File: src/rtl/fpcvt_result_buf.sv
// rtl/fpcvt_result_buf.sv - result queue between the FP-to-int converter and integer writeback
// Circular FIFO of {data, alt, tag} with registered skid stall and a sticky overflow flag.
module fpcvt_result_buf #(
    parameter int DEPTH = 4,
    parameter int WIDTH = 65,
    parameter int TAGW  = 9
) (
    input  logic                     clk,
    input  logic                     rst,
    input  logic                     in_en,
    input  logic [WIDTH-1:0]         in_data,
    input  logic                     in_alt,
    input  logic [TAGW-1:0]          in_tag,
    input  logic                     flush,
    input  logic                     out_rdy,
    output logic                     out_vld,
    output logic [WIDTH-1:0]         out_data,
    output logic                     out_alt,
    output logic [TAGW-1:0]          out_tag,
    output logic                     stall,
    output logic [$clog2(DEPTH):0]   count,
    output logic                     ovf
);
    localparam int AW = $clog2(DEPTH);
    localparam int CW = AW + 1;
    localparam logic [CW-1:0] L_FULL = CW'(DEPTH);
    localparam logic [CW-1:0] L_HIGH = CW'(DEPTH - 1);

    logic [WIDTH-1:0] r_data [DEPTH];
    logic             r_alt  [DEPTH];
    logic [TAGW-1:0]  r_tag  [DEPTH];
    logic [AW-1:0]    r_wr_ptr;
    logic [AW-1:0]    r_rd_ptr;
    logic [CW-1:0]    r_count;
    logic             r_stall;
    logic             r_ovf;

    logic             w_full;
    logic             w_pop;
    logic             w_push;
    logic             w_drop;
    logic [CW-1:0]    w_count_nxt;

    assign out_vld = (r_count != '0);
    assign w_full  = (r_count == L_FULL);
    assign w_pop   = out_vld & out_rdy & ~flush;
    // A full queue still accepts a result when the head leaves in the same cycle.
    assign w_push  = in_en & ~flush & (~w_full | w_pop);
    assign w_drop  = in_en & ~flush & w_full & ~w_pop;

    always_comb begin
        w_count_nxt = r_count;
        if (w_push && !w_pop) begin
            w_count_nxt = r_count + CW'(1);
        end else if (!w_push && w_pop) begin
            w_count_nxt = r_count - CW'(1);
        end
    end

    always_ff @(posedge clk) begin
        if (rst) begin
            r_wr_ptr <= '0;
            r_rd_ptr <= '0;
            r_count  <= '0;
            r_stall  <= 1'b0;
            r_ovf    <= 1'b0;
        end else if (flush) begin
            r_wr_ptr <= '0;
            r_rd_ptr <= '0;
            r_count  <= '0;
            r_stall  <= 1'b0;
        end else begin
            if (w_push) begin
                r_wr_ptr <= r_wr_ptr + AW'(1);
            end
            if (w_pop) begin
                r_rd_ptr <= r_rd_ptr + AW'(1);
            end
            r_count <= w_count_nxt;
            // Raised one entry early so the converter stage has a cycle of skid.
            r_stall <= (w_count_nxt >= L_HIGH);
            if (w_drop) begin
                r_ovf <= 1'b1;
            end
        end
    end

    always_ff @(posedge clk) begin
        if (!rst && w_push) begin
            r_data[r_wr_ptr] <= in_data;
            r_alt[r_wr_ptr]  <= in_alt;
            r_tag[r_wr_ptr]  <= in_tag;
        end
    end

    assign out_data = out_vld ? r_data[r_rd_ptr] : '0;
    assign out_alt  = out_vld ? r_alt[r_rd_ptr]  : 1'b0;
    assign out_tag  = out_vld ? r_tag[r_rd_ptr]  : '0;
    assign stall    = r_stall;
    assign count    = r_count;
    assign ovf      = r_ovf;
endmodule

File: config.mk
export PLATFORM = sky130hd
export DESIGN_NAME = fpcvt_result_buf
export DESIGN_NICKNAME = d
export VERILOG_FILES = /design/src/rtl/fpcvt_result_buf.sv
export SDC_FILE = /design/constraint.sdc
export NUM_CORES = 1
export LEC_CHECK = 0
export BUFFER_PORTS_ARGS = -buffer_cell sky130_fd_sc_hd__buf_4
export CELL_PAD_IN_SITES_DETAIL_PLACEMENT = 1
export CELL_PAD_IN_SITES_GLOBAL_PLACEMENT = 1
export CORE_ASPECT_RATIO = 0.7
export CORE_MARGIN = 8
export CORE_UTILIZATION = 35
export CTS_CLUSTER_DIAMETER = 40
export DETAILED_ROUTE_END_ITERATION = 16
export GPL_ROUTABILITY_DRIVEN = 0
export PLACE_DENSITY = 0.7
export SLEW_MARGIN = 15
export SYNTH_ARGS = -nofsm -noshare
export SYNTH_HDL_FRONTEND = slang
export SYNTH_SLANG_ARGS = --single-unit
File: constraint.sdc
create_clock -name clk -period 5.4 [get_ports clk]
set_clock_uncertainty 0.15 [all_clocks]
set_input_delay 0.54 -clock clk [delete_from_list [all_inputs] [get_ports clk]]
set_output_delay 0.54 -clock clk [all_outputs]
set_load 0.1 [all_outputs]
---- Word-level counts from Yosys, hierarchy flattened ----
Memory sizes are Yosys's and may differ from the RTL's. A register that Yosys moved wholly into a read port is not among the register bits.
Cells that the tools add are included.
storage, ports and cells
  flip-flop bits (word level) ............. 9
  bits in writable memories ............... 300
  output and inout port bits .............. 81
  word-level logic and storage cells ...... 46
  memories ................................ 3
cells by class
  add/sub/neg operators ................... 4
  order comparisons ....................... 1
  equality and inequality tests ........... 1
  mux-type cells .......................... 13
  bitwise logic cells ..................... 10
  reduce and logical (&&, ||, !) cells .... 9
memory list
  name    words  width  rd ports  clocked after memory_dff  wr ports  line  text
  r_data  4      65     1         1                         1         29    logic [WIDTH-1:0] r_data [DEPTH];
  r_tag   4      9      1         1                         1         31    logic [TAGW-1:0] r_tag [DEPTH];
  r_alt   4      1      1         1                         1         30    logic r_alt [DEPTH];
operators with widths
  cell                 count
  $mux 65              1
  $mux 2               6
  $mux 9               1
  $and 1x1->1          6
  $mux 3               2
  $add 2x1->2 const B  2
  $add 3x1->3 const B  1
  $eq 3x3->1 const B   1
  $ge 3x2->1 const B   1
  $logic_and 1x1->1    3
  $logic_not 1->1      3
  $mux 1               3
  $not 1->1            3
  $reduce_bool 3->1    1
  $sub 3x1->3 const B  1
  $reduce_and 2->1     1
  $reduce_or 2->1      1
  $or 1x1->1           1

---- Logic depth before layout (Yosys ltp) ----
  depth after elaboration ................. 10
  depth in mapped cells ................... 8
  depth with buffers taken out ............ 7

---- Worst setup path before layout ----
OpenSTA, ideal clock, no wires.
  path type ............................... register to output
  start ................................... reg r_count[0] (netlist: count[0])
  end ..................................... out out_data[63]
  arrival ................................. 3.642 ns
  required time ........................... 4.710 ns
  slack ................................... 1.068 ns
  cell stages (with the launch flop) ...... 7
  path buffers ............................ 1
  cells stage by stage .................... dfxtp_1 > inv_1 > ha_1 > nor2b_2 > inv_1 > clkbuf_1 > and2_1
between the ends
  word-level cells in the longest chain between the ends .. 2
ends and longest elaborated chain
  item                    line  text
  start, declared         34    logic [CW-1:0] r_count;
  start signal, assigned  79    r_count <= w_count_nxt;
  $reduce_bool 3->1       44    assign out_vld = (r_count != '0);
  net out_vld             16    output logic out_vld,
  $mux 65                 96    assign out_data = out_vld ? r_data[r_rd_ptr] : '0;
  end, declared           17    output logic [WIDTH-1:0] out_data,
The timed path passes the listed nets, and every way through them passes these cells.

---- Worst setup path in the final report ----
  start ................................... reg r_count[0] (netlist: count[0])
  end ..................................... out out_data[62]
between the ends
  word-level cells in the longest chain between the ends .. 2
ends and longest elaborated chain
  item               line
  $reduce_bool 3->1  44
  $mux 65            96
No other way between the ends.

==> impl_metrics.toml <==
[die]
coreArea_sq_um = 33500
die_h_um = 170
initial_core_util_pct = 35.6
io_pins = 161
die_area_sq_um = 40300
rows = 56
die_w_um = 237

[power]
irDropWorstVdd_mv = 0.237
p_sw_share_pct = 22.9
leakage_nw = 5.05
power.density_nw_per_um2 = 381
power_frac_comb_pct = 6.9
p_int_w = 0.00438
total_switching_power_w = 0.00130
pwr-share-clk_pct = 46.0
finalPower_w = 0.00568
seqPwrFrac_pct = 47.1

[final_layout]
multi_input_comb_area_sq_um = 2520
drive_gt1_share_pct = 42.3
fin_nets = 810
syn2layout_area_growth_pct = 25.2
mostFrequentLayoutCells = "300 x edfxtp_1, 166 x buf_4, 75 x mux4_2, 75 x and2_1, 38 x clkbuf_16"
fillers = 3128
mostFrequentLayoutCell = "edfxtp_1"
n_antenna_cell = 0
seqCellArea_sq_um = 9240

[detailed_routing]
initialDrtViolationCount = 415
detail-route-antenna-nets = 0
met3_length_mm = 1.31
wl_per_cell_um = 22.2
vias = 5754
drt-pass1-iter-count = 4
wl_met1_mm = 11.8
drt-total-wl_mm = 26.4
route.detailed.drc = 0
vias_per_cell = 4.85
dr.max_layer_used = "met4"
wl_met2_mm = 12.9

[global_routing]
grt_pass1_vias = 6602
grt_max_degree = 62
antenna_found_initial = 0
grtUsageTotal_pct = 13.2
overflow = 0
grt_pass1_wl_mm = 40.7

[sta]
tns_ns = 0
fin_crit_sh_pct = 70.1
final-setup-viol-count = 0
final-max-slew-violation-count = 0
rsz0062_at_grt = "no"
tightestPinTransition_ns = 1.02
maxSlewHeadroom_pct = 32.1
fmax_mhz = 264
finalHoldViolations = 0
fin_crit_ns = 3.78

[clocking]
ctsRootBufferMaster = "clkbuf_16"
cts_setup_buffers = 0
cts_made_buffers = 38
cts_tree = "done"
ctsHoldBuffers = 0
cts_resized = 0
cts_buffer_depth = 3
clk-insertion-delay-late_ns = 0.52
clkTransAtPathRegs_ns = 0.06
cts-htree-levels = 2
cts.sinks = 311

[synthesis]
synthesis.instances = 541
ys_ff_latch = 311
ys_warn_count = 0
ys_types = 31
mappedNetlistNets = 628
ys_seq_area_share_pct = 77.5
synth.avg_cell_area_sq_um = 22.0
yosys.area.top_type_share_pct = 75.6
synth_top_cell_by_area = "edfxtp_1"
synth.area.top_cells = "edfxtp_1 76%, mux4_2 14%, and2_1 4.1%"
syn_area_sq_um = 11900

[worst_setup_path]
critPathMostFrequentCell = "buf_4"
end_kind = "output pin"
crit_type = "reg2out"
crit_chain = "inv_1 > ha_1 > nor2b_2 > inv_2 > buf_4 > and2_1 > buf_4"
arrival_ns = 3.09
cp.required_ns = 4.71
start_kind = "flip-flop"
critPathMaxFanout = 57
slowest_delay_ns = 0.71
critPathSlowestCell = "inv_2"
crit_buf_inv = 4
cp_top_family = "buffers and inverters"

[placement]
numPortBuffers = 160
hpwl_mm = 16.1

[run]
max_cap_viol_count = 0

[worst_hold_path]
hold_class = "in2reg"

[run_status]
status = "complete, no violations"
[sequential cells by signal, summed over array words and instances (netlist names), named ones only]
signal / flops
stall: 1
ovf: 1
count: 3
r_tag: 36
r_alt: 4
r_rd_ptr: 2
r_wr_ptr: 2
r_data: 260
[final timing paths]
check	end	slack (ns)	from	depth (start not counted)
worst min register to register	r_wr_ptr[1]	0.36	r_wr_ptr[1]	2
worst min-delay path	ovf	0.05	rst	2
worst max-delay path	out_data[62]	1.62	count[0]	7
worst max register to register	r_data[3][56]	2.38	count[0]	7
[power groups by stage]
stage / Sequential [W] / Clock, W / Combinational, W
after floorplan: 0.00273 / 0 / 0.000253
after global placement: 0.00273 / 0 / 0.000390
after detailed placement: 0.00273 / 0 / 0.000398
after CTS: 0.00268 / 0.00268 / 0.000399
after global routing: 0.00268 / 0.00277 / 0.000413
final: 0.00268 / 0.00261 / 0.000392
[stage by stage]
step / setup WS, ns / utilization, % / hold WS [ns] / instance area [sq um] / std cells
5_1_grt: 1.35 / 44.5 / 0.0378 / 14900 / 1187
6_report: 1.62 / 44.5 / 0.0518 / 14900 / 1187
2_1_floorplan: 1.07 / - / 0.319 / 11900 / 541
3_3_place_gp: 2.25 / 40.6 / 0.353 / 13600 / 1118
4_1_cts: 1.47 / 44.5 / 0.0224 / 14900 / 1187
3_5_place_dp: 2.07 / 40.6 / 0.353 / 13600 / 1118
[cells in the mapped netlist]
master,instances
and2_1,79
xnor2_1,4
o21ai_0,1
buf_2,8
o22ai_1,1
o21ba_1,1
mux4_2,75
ha_1,7
dfxtp_1,11
clkbuf_1,11
nor4_2,1
or4_4,1
nor2_1,8
mux2i_1,1
inv_1,5
edfxtp_1,300
nor2b_2,1
o21a_1,1
a41oi_1,1
inv_2,1
a22oi_1,1
nand2_2,1
xor2_1,1
a211oi_1,2
nor2b_1,2
nor3_1,1
buf_6,6
or2_2,1
nand2_1,3
a21oi_1,2
nand3_1,3
[routing by layer]
metal | up-vias | GRT usage [%]
li1 | 2573 | -
met1 | 2997 | 17.5
met2 | 149 | 21.8
met3 | 35 | 3.33
met4 | 0 | 3.14
met5 | - | 0
[logic make-up after synthesis]
logic type | after synthesis | share of synthesized area, %
flops | 311 | 77.5
simple gates | 101 | 5.15
mux | 76 | 14.3
buf+inv | 31 | 1.44
compound gates | 10 | 0.588
fa+ha+maj | 7 | 0.735
xor+xnor | 5 | 0.368
[final cells by class]
type	count	share of cell area, %
flip-flops and latches	311	61.9
multi-input cells	199	16.9
repair buffers	167	8.49
clock buffers	44	6.73
well taps	435	3.65
clock inverters	25	2.16
inverters	6	0.151
(Power assumes the default switching activity.)
